===== src/rtl/fifo_credit_pkg.sv =====
// fifo_credit_pkg
//   Shared defaults for the credit-based virtual-channel FIFO and a helper
//   that locates one channel's field inside the packed credit vector.
//   No ports (package).
package fifo_credit_pkg;

   localparam int DEF_DATA_WIDTH = 32;
   localparam int DEF_NUM_VC     = 4;
   localparam int DEF_VC_DEPTH   = 8;

   // LSB of channel vc's credit field; each field is addr_w+1 bits wide so
   // it can hold the full-depth value.
   function automatic int credit_lsb(input int vc, input int addr_w);
      return vc * (addr_w + 1);
   endfunction

endpackage


===== src/rtl/fifo_credit_vc_rr_arbiter.sv =====
// rr_arbiter
//   Round-robin selector over the non-empty virtual channels. The search
//   starts one above the last popped channel. Once an entry is presented
//   without being accepted, the grant is held until the handshake.
// Ports:
//   clk, rst      clock, asynchronous active-high reset
//   req           per-channel non-empty flags
//   hold          presented but not accepted this cycle (take/keep lock)
//   pop           handshake this cycle (advance round-robin, drop lock)
//   grant_valid   a grant is presented
//   grant         granted channel index
//
// state    | meaning
// ST_FREE  | no outstanding grant, search each cycle
// ST_HOLD  | grant presented and stalled, index frozen in lock_idx_q
module rr_arbiter
   import fifo_credit_pkg::*;
#(
   parameter int NUM_VC = DEF_NUM_VC,
   parameter int VC_W   = $clog2(NUM_VC)
) (
   input  logic              clk,
   input  logic              rst,
   input  logic [NUM_VC-1:0] req,
   input  logic              hold,
   input  logic              pop,
   output logic              grant_valid,
   output logic [VC_W-1:0]   grant
);

   localparam logic [0:0]    ST_FREE  = 1'b0;
   localparam logic [0:0]    ST_HOLD  = 1'b1;
   localparam logic [VC_W:0] NUM_VC_L = (VC_W+1)'(NUM_VC);

   logic [0:0]      state_q;
   logic [VC_W-1:0] last_q;
   logic [VC_W-1:0] lock_idx_q;
   logic [VC_W-1:0] next_idx;
   logic [VC_W:0]   cand;
   logic            any_req;

   // Walk offsets from the far end down to 1 so the nearest requester
   // (smallest offset above last_q) is the final assignment and wins.
   always_comb begin
      next_idx = '0;
      any_req  = 1'b0;
      cand     = '0;
      for (int i = NUM_VC; i >= 1; i--) begin
         cand = {1'b0, last_q} + (VC_W+1)'(i);
         if (cand >= NUM_VC_L) cand = cand - NUM_VC_L;
         if (req[cand[VC_W-1:0]]) begin
            next_idx = cand[VC_W-1:0];
            any_req  = 1'b1;
         end
      end
   end

   assign grant_valid = (state_q == ST_HOLD) || any_req;
   assign grant       = (state_q == ST_HOLD) ? lock_idx_q : next_idx;

   always_ff @(posedge clk or posedge rst) begin
      if (rst) begin
         state_q    <= ST_FREE;
         last_q     <= VC_W'(NUM_VC - 1);
         lock_idx_q <= '0;
      end else if (pop) begin
         state_q <= ST_FREE;
         last_q  <= grant;
      end else if (hold) begin
         state_q    <= ST_HOLD;
         lock_idx_q <= grant;
      end
   end

endmodule


===== src/rtl/fifo_credit_vc.sv =====
// fifo_credit_vc
//   Multi-channel FIFO with per-channel credit accounting. Each virtual
//   channel owns a private circular partition of VC_DEPTH entries; a write
//   is accepted while the channel has credit, and the read side presents one
//   channel at a time chosen round-robin.
// Ports:
//   clk, rst                 clock, asynchronous active-high reset
//   wr_valid/wr_vc/wr_data   write request, target channel, payload
//   wr_ready                 target channel has a free slot
//   rd_valid/rd_vc/rd_data   presented entry, its channel, its payload
//   rd_ready                 consumer accepts the presented entry
//   credit_count             free slots per channel, ADDR_W+1 bits each
//   credit_return            one-cycle pulse for each channel popped
module fifo_credit_vc
   import fifo_credit_pkg::*;
#(
   parameter int DATA_WIDTH = DEF_DATA_WIDTH,
   parameter int NUM_VC     = DEF_NUM_VC,
   parameter int VC_DEPTH   = DEF_VC_DEPTH,
   parameter int VC_W       = $clog2(NUM_VC),
   parameter int ADDR_W     = $clog2(VC_DEPTH)
) (
   input  logic                         clk,
   input  logic                         rst,
   input  logic                         wr_valid,
   input  logic [VC_W-1:0]              wr_vc,
   input  logic [DATA_WIDTH-1:0]        wr_data,
   output logic                         wr_ready,
   output logic                         rd_valid,
   input  logic                         rd_ready,
   output logic [DATA_WIDTH-1:0]        rd_data,
   output logic [VC_W-1:0]              rd_vc,
   output logic [NUM_VC*(ADDR_W+1)-1:0] credit_count,
   output logic [NUM_VC-1:0]            credit_return
);

   localparam logic [ADDR_W:0] DEPTH_L = (ADDR_W+1)'(VC_DEPTH);

   logic [DATA_WIDTH-1:0] mem [NUM_VC][VC_DEPTH];
   logic [ADDR_W-1:0]     wr_ptr_q [NUM_VC];
   logic [ADDR_W-1:0]     rd_ptr_q [NUM_VC];
   logic [ADDR_W:0]       count_q  [NUM_VC];

   logic [NUM_VC-1:0] nonempty;
   logic [NUM_VC-1:0] wr_hit;
   logic [NUM_VC-1:0] pop_hit;
   logic              wr_fire;
   logic              pop;
   logic              hold;
   logic              arb_valid;
   logic [VC_W-1:0]   arb_grant;

   // An out-of-range wr_vc matches no channel, so wr_ready stays low.
   always_comb begin
      nonempty = '0;
      wr_ready = 1'b0;
      for (int i = 0; i < NUM_VC; i++) begin
         nonempty[i] = (count_q[i] != '0);
         if (wr_vc == VC_W'(i) && count_q[i] != DEPTH_L) wr_ready = 1'b1;
      end
   end

   assign wr_fire = wr_valid && wr_ready;
   assign pop     = rd_valid && rd_ready;
   assign hold    = rd_valid && !rd_ready;

   always_comb begin
      wr_hit  = '0;
      pop_hit = '0;
      for (int i = 0; i < NUM_VC; i++) begin
         wr_hit[i]  = wr_fire && (wr_vc == VC_W'(i));
         pop_hit[i] = pop && (rd_vc == VC_W'(i));
      end
   end

   // Arbitration sees only registered occupancy, so a fresh write is not
   // presentable until the following cycle.
   rr_arbiter #(
      .NUM_VC (NUM_VC),
      .VC_W   (VC_W)
   ) u_arb (
      .clk         (clk),
      .rst         (rst),
      .req         (nonempty),
      .hold        (hold),
      .pop         (pop),
      .grant_valid (arb_valid),
      .grant       (arb_grant)
   );

   assign rd_valid = arb_valid;
   assign rd_vc    = arb_grant;
   assign rd_data  = mem[arb_grant][rd_ptr_q[arb_grant]];

   for (genvar g = 0; g < NUM_VC; g++) begin : g_credit
      localparam int LSB = credit_lsb(g, ADDR_W);
      assign credit_count[LSB +: ADDR_W+1] = DEPTH_L - count_q[g];
   end

   always_ff @(posedge clk) begin
      if (wr_fire) mem[wr_vc][wr_ptr_q[wr_vc]] <= wr_data;
   end

   // A simultaneous write and pop on one channel leaves its count alone.
   always_ff @(posedge clk or posedge rst) begin
      if (rst) begin
         for (int i = 0; i < NUM_VC; i++) begin
            wr_ptr_q[i] <= '0;
            rd_ptr_q[i] <= '0;
            count_q[i]  <= '0;
         end
         credit_return <= '0;
      end else begin
         for (int i = 0; i < NUM_VC; i++) begin
            if (wr_hit[i])  wr_ptr_q[i] <= wr_ptr_q[i] + 1'b1;
            if (pop_hit[i]) rd_ptr_q[i] <= rd_ptr_q[i] + 1'b1;
            if (wr_hit[i] && !pop_hit[i])      count_q[i] <= count_q[i] + 1'b1;
            else if (pop_hit[i] && !wr_hit[i]) count_q[i] <= count_q[i] - 1'b1;
         end
         credit_return <= pop_hit;
      end
   end

endmodule

===== config.mk =====
export PLATFORM = sky130hd
export DESIGN_NAME = fifo_credit_vc
export DESIGN_NICKNAME = d
export VERILOG_FILES = /design/src/rtl/fifo_credit_pkg.sv /design/src/rtl/fifo_credit_vc_rr_arbiter.sv /design/src/rtl/fifo_credit_vc.sv
export SDC_FILE = /design/constraint.sdc
export NUM_CORES = 1
export LEC_CHECK = 0
export ABC_AREA = 1
export BUFFER_PORTS_ARGS = -buffer_cell sky130_fd_sc_hd__buf_2
export CORE_MARGIN = 3
export CORE_UTILIZATION = 40
export CTS_CLUSTER_DIAMETER = 50
export DETAILED_ROUTE_END_ITERATION = 12
export HOLD_SLACK_MARGIN = 0.1
export PLACE_DENSITY_LB_ADDON = 0.08
export SYNTH_ARGS = -nofsm -noshare
export SYNTH_HDL_FRONTEND = slang
export SYNTH_SLANG_ARGS = --single-unit

===== constraint.sdc =====
create_clock -name clk -period 3.99 [get_ports clk]
set_clock_uncertainty 0.2 [all_clocks]
set_input_delay 0.5985 -clock clk [delete_from_list [all_inputs] [get_ports clk]]
set_output_delay 0.5985 -clock clk [all_outputs]
set_load 0.005 [all_outputs]

==> results.txt <==
- Period minus WS final: ~4500 ps
* Crit path depth: 22
- Combinational family with the most area after synthesis: simple AND/OR/NAND/NOR gates
- Worst-case vdd ir drop: 0.775 mV
* Gr ovfl total: 0
- In this run the worst hold path is classified as input port to register.
- In this run the worst path has a maximum fanout of 8.
- Gate family responsible for the most delay along the worst path: simple AND/OR/NAND/NOR gates
- Critical path endpoint category: output pin
* Post-detailed-placement half-perimeter wirelength: about 79000 um
- Post-Syn Instances: 4053
- Startpoint types: register
- Number of standard-cell rows in the floorplan: about 120
- Routability cong.: 0.773
* Largest cells by area after synthesis: sky130_fd_sc_hd__edfxtp_1 67%, sky130_fd_sc_hd__nand3_1 13%, sky130_fd_sc_hd__nand2_1 10%, sky130_fd_sc_hd__dfrtp_1 2.6%, sky130_fd_sc_hd__buf_2 1.4%
- Number of cell instances on the worst register-to-register path: 22
- On the critical path, the stage with the largest delay is an instance of sky130_fd_sc_hd__dfstp_2.
- For this run, asynchronously set or reset flops after synthesis account for under 10%.
- For the worst setup path, the data arrival time is approximately 3700 ps.
- For this configuration, the core starts out at a cell density of around 40%.
* Share of power burned in registers: a little over a fifth
* H-Tree Depth: 4
* Average detailed-routed wire length per instance: 27.2 um
- The die covers approximately 120000 sq um.
- Net Count, Synth: slightly above 4000
- The number of clock buffers added by TritonCTS is 134.
- The final critical path takes up 113% of the cycle.
- Dividing the detail-routed via count by the number of cells gives 5.58.
- Synthesized-area fraction occupied by ao, oa, aoi and oai cells: 0.420%
* Switching share of total power: a little over two fifths
* Number of antenna violations at the first check in global routing: 22
- XOR/XNOR share of the synthesized area: less than 1%
- Counting flops with a built-in enable in the synthesized netlist gives ~1000.
* Final net count: around 4400
* Clock latency on the worst-skew pair: approximately 730 ps
- The clock drives 1073 sinks.
- Crit path from: u_arb.last_q[0]
- The core region is 113000 sq um.
- Count of buffers from port buffering: 93
- Vias in the first global route: around 31000
- The completed layout was analyzed and its total power is approximately 60 mW.
- FMAX: roughly 220 MHz
- P per Cell Area: ~1100 nW/um^2
- Most used DFF post-synth: sky130_fd_sc_hd__edfxtp_1
- Counting along the longest clock path gives a buffer depth of 3.
* Fraction of synthesized area in multiplexers: less than 1%
- All-Layer GR Usage: 25.9%
* Iter 0 DRT Violations: about 3300
- Post-Place Worst Slack: ~100 ps
- Internal Power: 34.4 mW
* Reg-to-reg setup timing slack: approximately 160 ps
- Clock-pin slew on the worst setup and hold paths: about 60 ps
* Status: finished with violations
* Total leakage power: 21.7 nW
* Max-Cap Viols: 0
- In this design, the stage delay of the slowest critical-path cell is about 670 ps.
- Routed via count: 33027
- Capture point of the worst reg-to-reg path: count_q[11]
* First-pass GRT wire length: between 200000 and 250000 um
- After Yosys synthesis, and, or, nand and nor cells account for 24.1% of the synthesized area.
* Number of storage elements in the synthesis netlist: 1073
* Share of power burned in the clock network: approximately a fifth
- Compared with the post-synthesis result, the final layout area differs by 25.0%.
- Worst slew margin relative to its limit: 32.9%
* Worst hold slack after final layout: ~160 ps
* Number of distinct library cell variants in the gate-level netlist after synthesis: 35
- Average size of a mapped cell: 11.3 sq um
- Switching Power: 26.0 mW
- Counting both buffers and inverters, the worst setup path holds a total of 8.
- The top cell type by area accounts for 67.1% of the synthesized area.
- Per report_power, the combinational group accounts for between 50% and 60% of the total.
- Count of unresolved DRC violations after routing: 0
- Syn Std Cell Area: roughly 46000 sq um
- Largest net degree at the start of global routing: 155
* Die Ht: around 340 um
* Cell breakdown of the critical path: buf_6 > nand3_4 > nand3_2 > nand2_2 > inv_2 > nand3_2 > nand2_2 > inv_4 > nand2_8 > buf_12 > nand3_4 > nand3_4 > nand2_8 > buf_12 > buf_12 > clkbuf_16 > nand2_1 > nand3_1 > nand2_1 > nand2_1 > nand2_2 > buf_2
- The tree is rooted in a sky130_fd_sc_hd__clkbuf_16.
- The biggest area contributor in the post-synthesis netlist is sky130_fd_sc_hd__edfxtp_1.
- Final Slew Violations: 0
* Fraction of layout cells with a size suffix above 1: a little under a fifth
- The checks that failed: setup timing.
- The final number of hold-violating endpoints is 0.
- Endpoints failing setup: 32
* Worst slew pin tran: 1010 ps
* Clock tree from TritonCTS: done
* Remaining antenna violation count: 0
* Worst r2r src: u_arb.last_q[0]
- Worst setup path category: register to output pin
- Number of warnings printed during yosys synthesis: 0
* Req. time, crit path: between 3000 and 4000 ps
- Of the synthesized area, sequential elements account for 69.8%.
- Setup repair after global routing could not meet its margin everywhere.
- In this run the worst setup path terminates at rd_data[6].
* Least setup slack across all paths after layout: -524 ps
- In this run the count of I/O pins placed on the die edge is 94.
- The die is about 340 um wide.
- The final layout contains routed wiring with a total length of roughly 160000 um.
* Synthesized-area fraction occupied by adder cells: less than 1%
* Detailed-router iteration count before antenna repair: 7
==> Yosys cell counts (all sizes together) (2+ instances only) <==
| cell | instances |
|---|---|
| a211oi | 4 |
| a21oi | 5 |
| a22oi | 2 |
| buf | 224 |
| clkbuf | 61 |
| dfrtp | 47 |
| dfstp | 2 |
| edfxtp | 1024 |
| fa | 4 |
| ha | 24 |
| inv | 59 |
| nand2 | 1272 |
| nand3 | 1186 |
| nand4 | 2 |
| nor2 | 74 |
| nor4 | 2 |
| o21ai | 17 |
| xnor2 | 22 |
| xor2 | 16 |
==> cells in the final DEF (no fill, tap or decap), types with 47 or more instances in the layout <==
cell type	instances
sky130_fd_sc_hd__edfxtp_1	1024
sky130_fd_sc_hd__dfrtp_1	47
sky130_fd_sc_hd__nand2_2	94
sky130_fd_sc_hd__buf_2	78
sky130_fd_sc_hd__buf_4	101
sky130_fd_sc_hd__clkbuf_16	172
sky130_fd_sc_hd__nand3_1	1130
sky130_fd_sc_hd__nand2_1	1154
sky130_fd_sc_hd__buf_12	93
sky130_fd_sc_hd__inv_1	50
==> metrics by stage <==
step	util (%)	cells	instance area (sq um)	setup TNS (ps)
6_report	50.6	5916	57300	-15050
5_1_grt	50.6	5909	57300	-20160
4_1_cts	48.8	5839	55200	-14210
3_5_place_dp	43.4	5529	49100	0
3_3_place_gp	43.4	5529	49100	0
2_1_floorplan	-	4053	45800	0
==> registers in the layout (all words and copies together) (netlist names) <==
signal            count
wr_ptr_q             12
credit_return         4
u_arb.state_q         1
u_arb.lock_idx_q      2
rd_ptr_q             12
u_arb.last_q          2
count_q              16
mem                1024
==> logic make-up (layout without fill, tap and decap cells) <==
family	count (synthesis)	count (layout)
buffers and inverters	344	692
flip-flops	1073	1073
XOR/XNOR	38	38
other	0	10
multiplexers	1	1
AND/OR/NAND/NOR	2537	2542
adder cells (fa/ha/maj)	28	28
AO/OA/AOI/OAI	32	32
==> worst reg2reg max path: cells and delay by family (launching register included) <==
| family | cells | cell delay (ps) |
|---|---|---|
| xor+xnor | 2 | 400 |
| buf+inv | 4 | 340 |
| compound gates | 1 | 210 |
| simple gates | 13 | 1380 |
| flops | 1 | 670 |
| fa+ha+maj | 2 | 540 |
==> routing by layer <==
| metal | track usage [%] | vias up | part of all wire [%] |
|---|---|---|---|
| met4 | 9.00 | 8 | 3.1 |
| met5 | 0 | - | 0.025 |
| met1 | 35.6 | 16678 | 42 |
| li1 | - | 14875 | - |
| met2 | 41.2 | 1186 | 47 |
| met3 | 5.11 | 280 | 7.4 |
==> worst min-delay path by stage <==
| stage | from | endpoint | slack, ps | cells after the start |
|---|---|---|---|---|
| 2_1_floorplan | rd_ptr_q[5] | rd_ptr_q[5] | 250 | 1 |
| 3_3_place_gp | rd_ptr_q[5] | rd_ptr_q[5] | 260 | 1 |
| 3_5_place_dp | wr_ptr_q[2] | wr_ptr_q[2] | 270 | 1 |
| 4_1_cts | wr_data[9] | mem[0][41] | 110 | 1 |
| 5_1_grt | wr_data[14] | mem[2][174] | 160 | 1 |
| 6_report | wr_data[9] | mem[0][41] | 160 | 1 |
==> cell type report <==
cell class / instances / area (sq um)
multi-input cells: 2641 / 13200
inverters: 59 / 246
clock buffers: 176 / 3690
clock inverters: 63 / 581
flip-flops and latches: 1073 / 32000
diodes: 10 / 25.0
repair buffers: 394 / 5690
fillers: 9946 / 55800
well taps: 1500 / 1880
==> power groups by stage <==
stage	Clock, mW	Sequential, mW	Combinational [mW]
floorplan	0	13.3	15.4
global placement	0	13.3	25.4
detailed placement	0	13.3	25.3
CTS	12.0	13.1	30.1
global route	12.4	13.1	37.9
finish	11.8	13.1	35.5
==> what timing repair did <==
item | CTS | global route
hold endpoints to repair | 47 | 0
resized for setup | 110 | 227
cloned | 32 | 38
pin swaps | 15 | 68
setup buffers | 38 | 34
setup endpoints to repair | 32 | 35
hold buffers | 2 | 0
(Power assumes the default switching activity.)
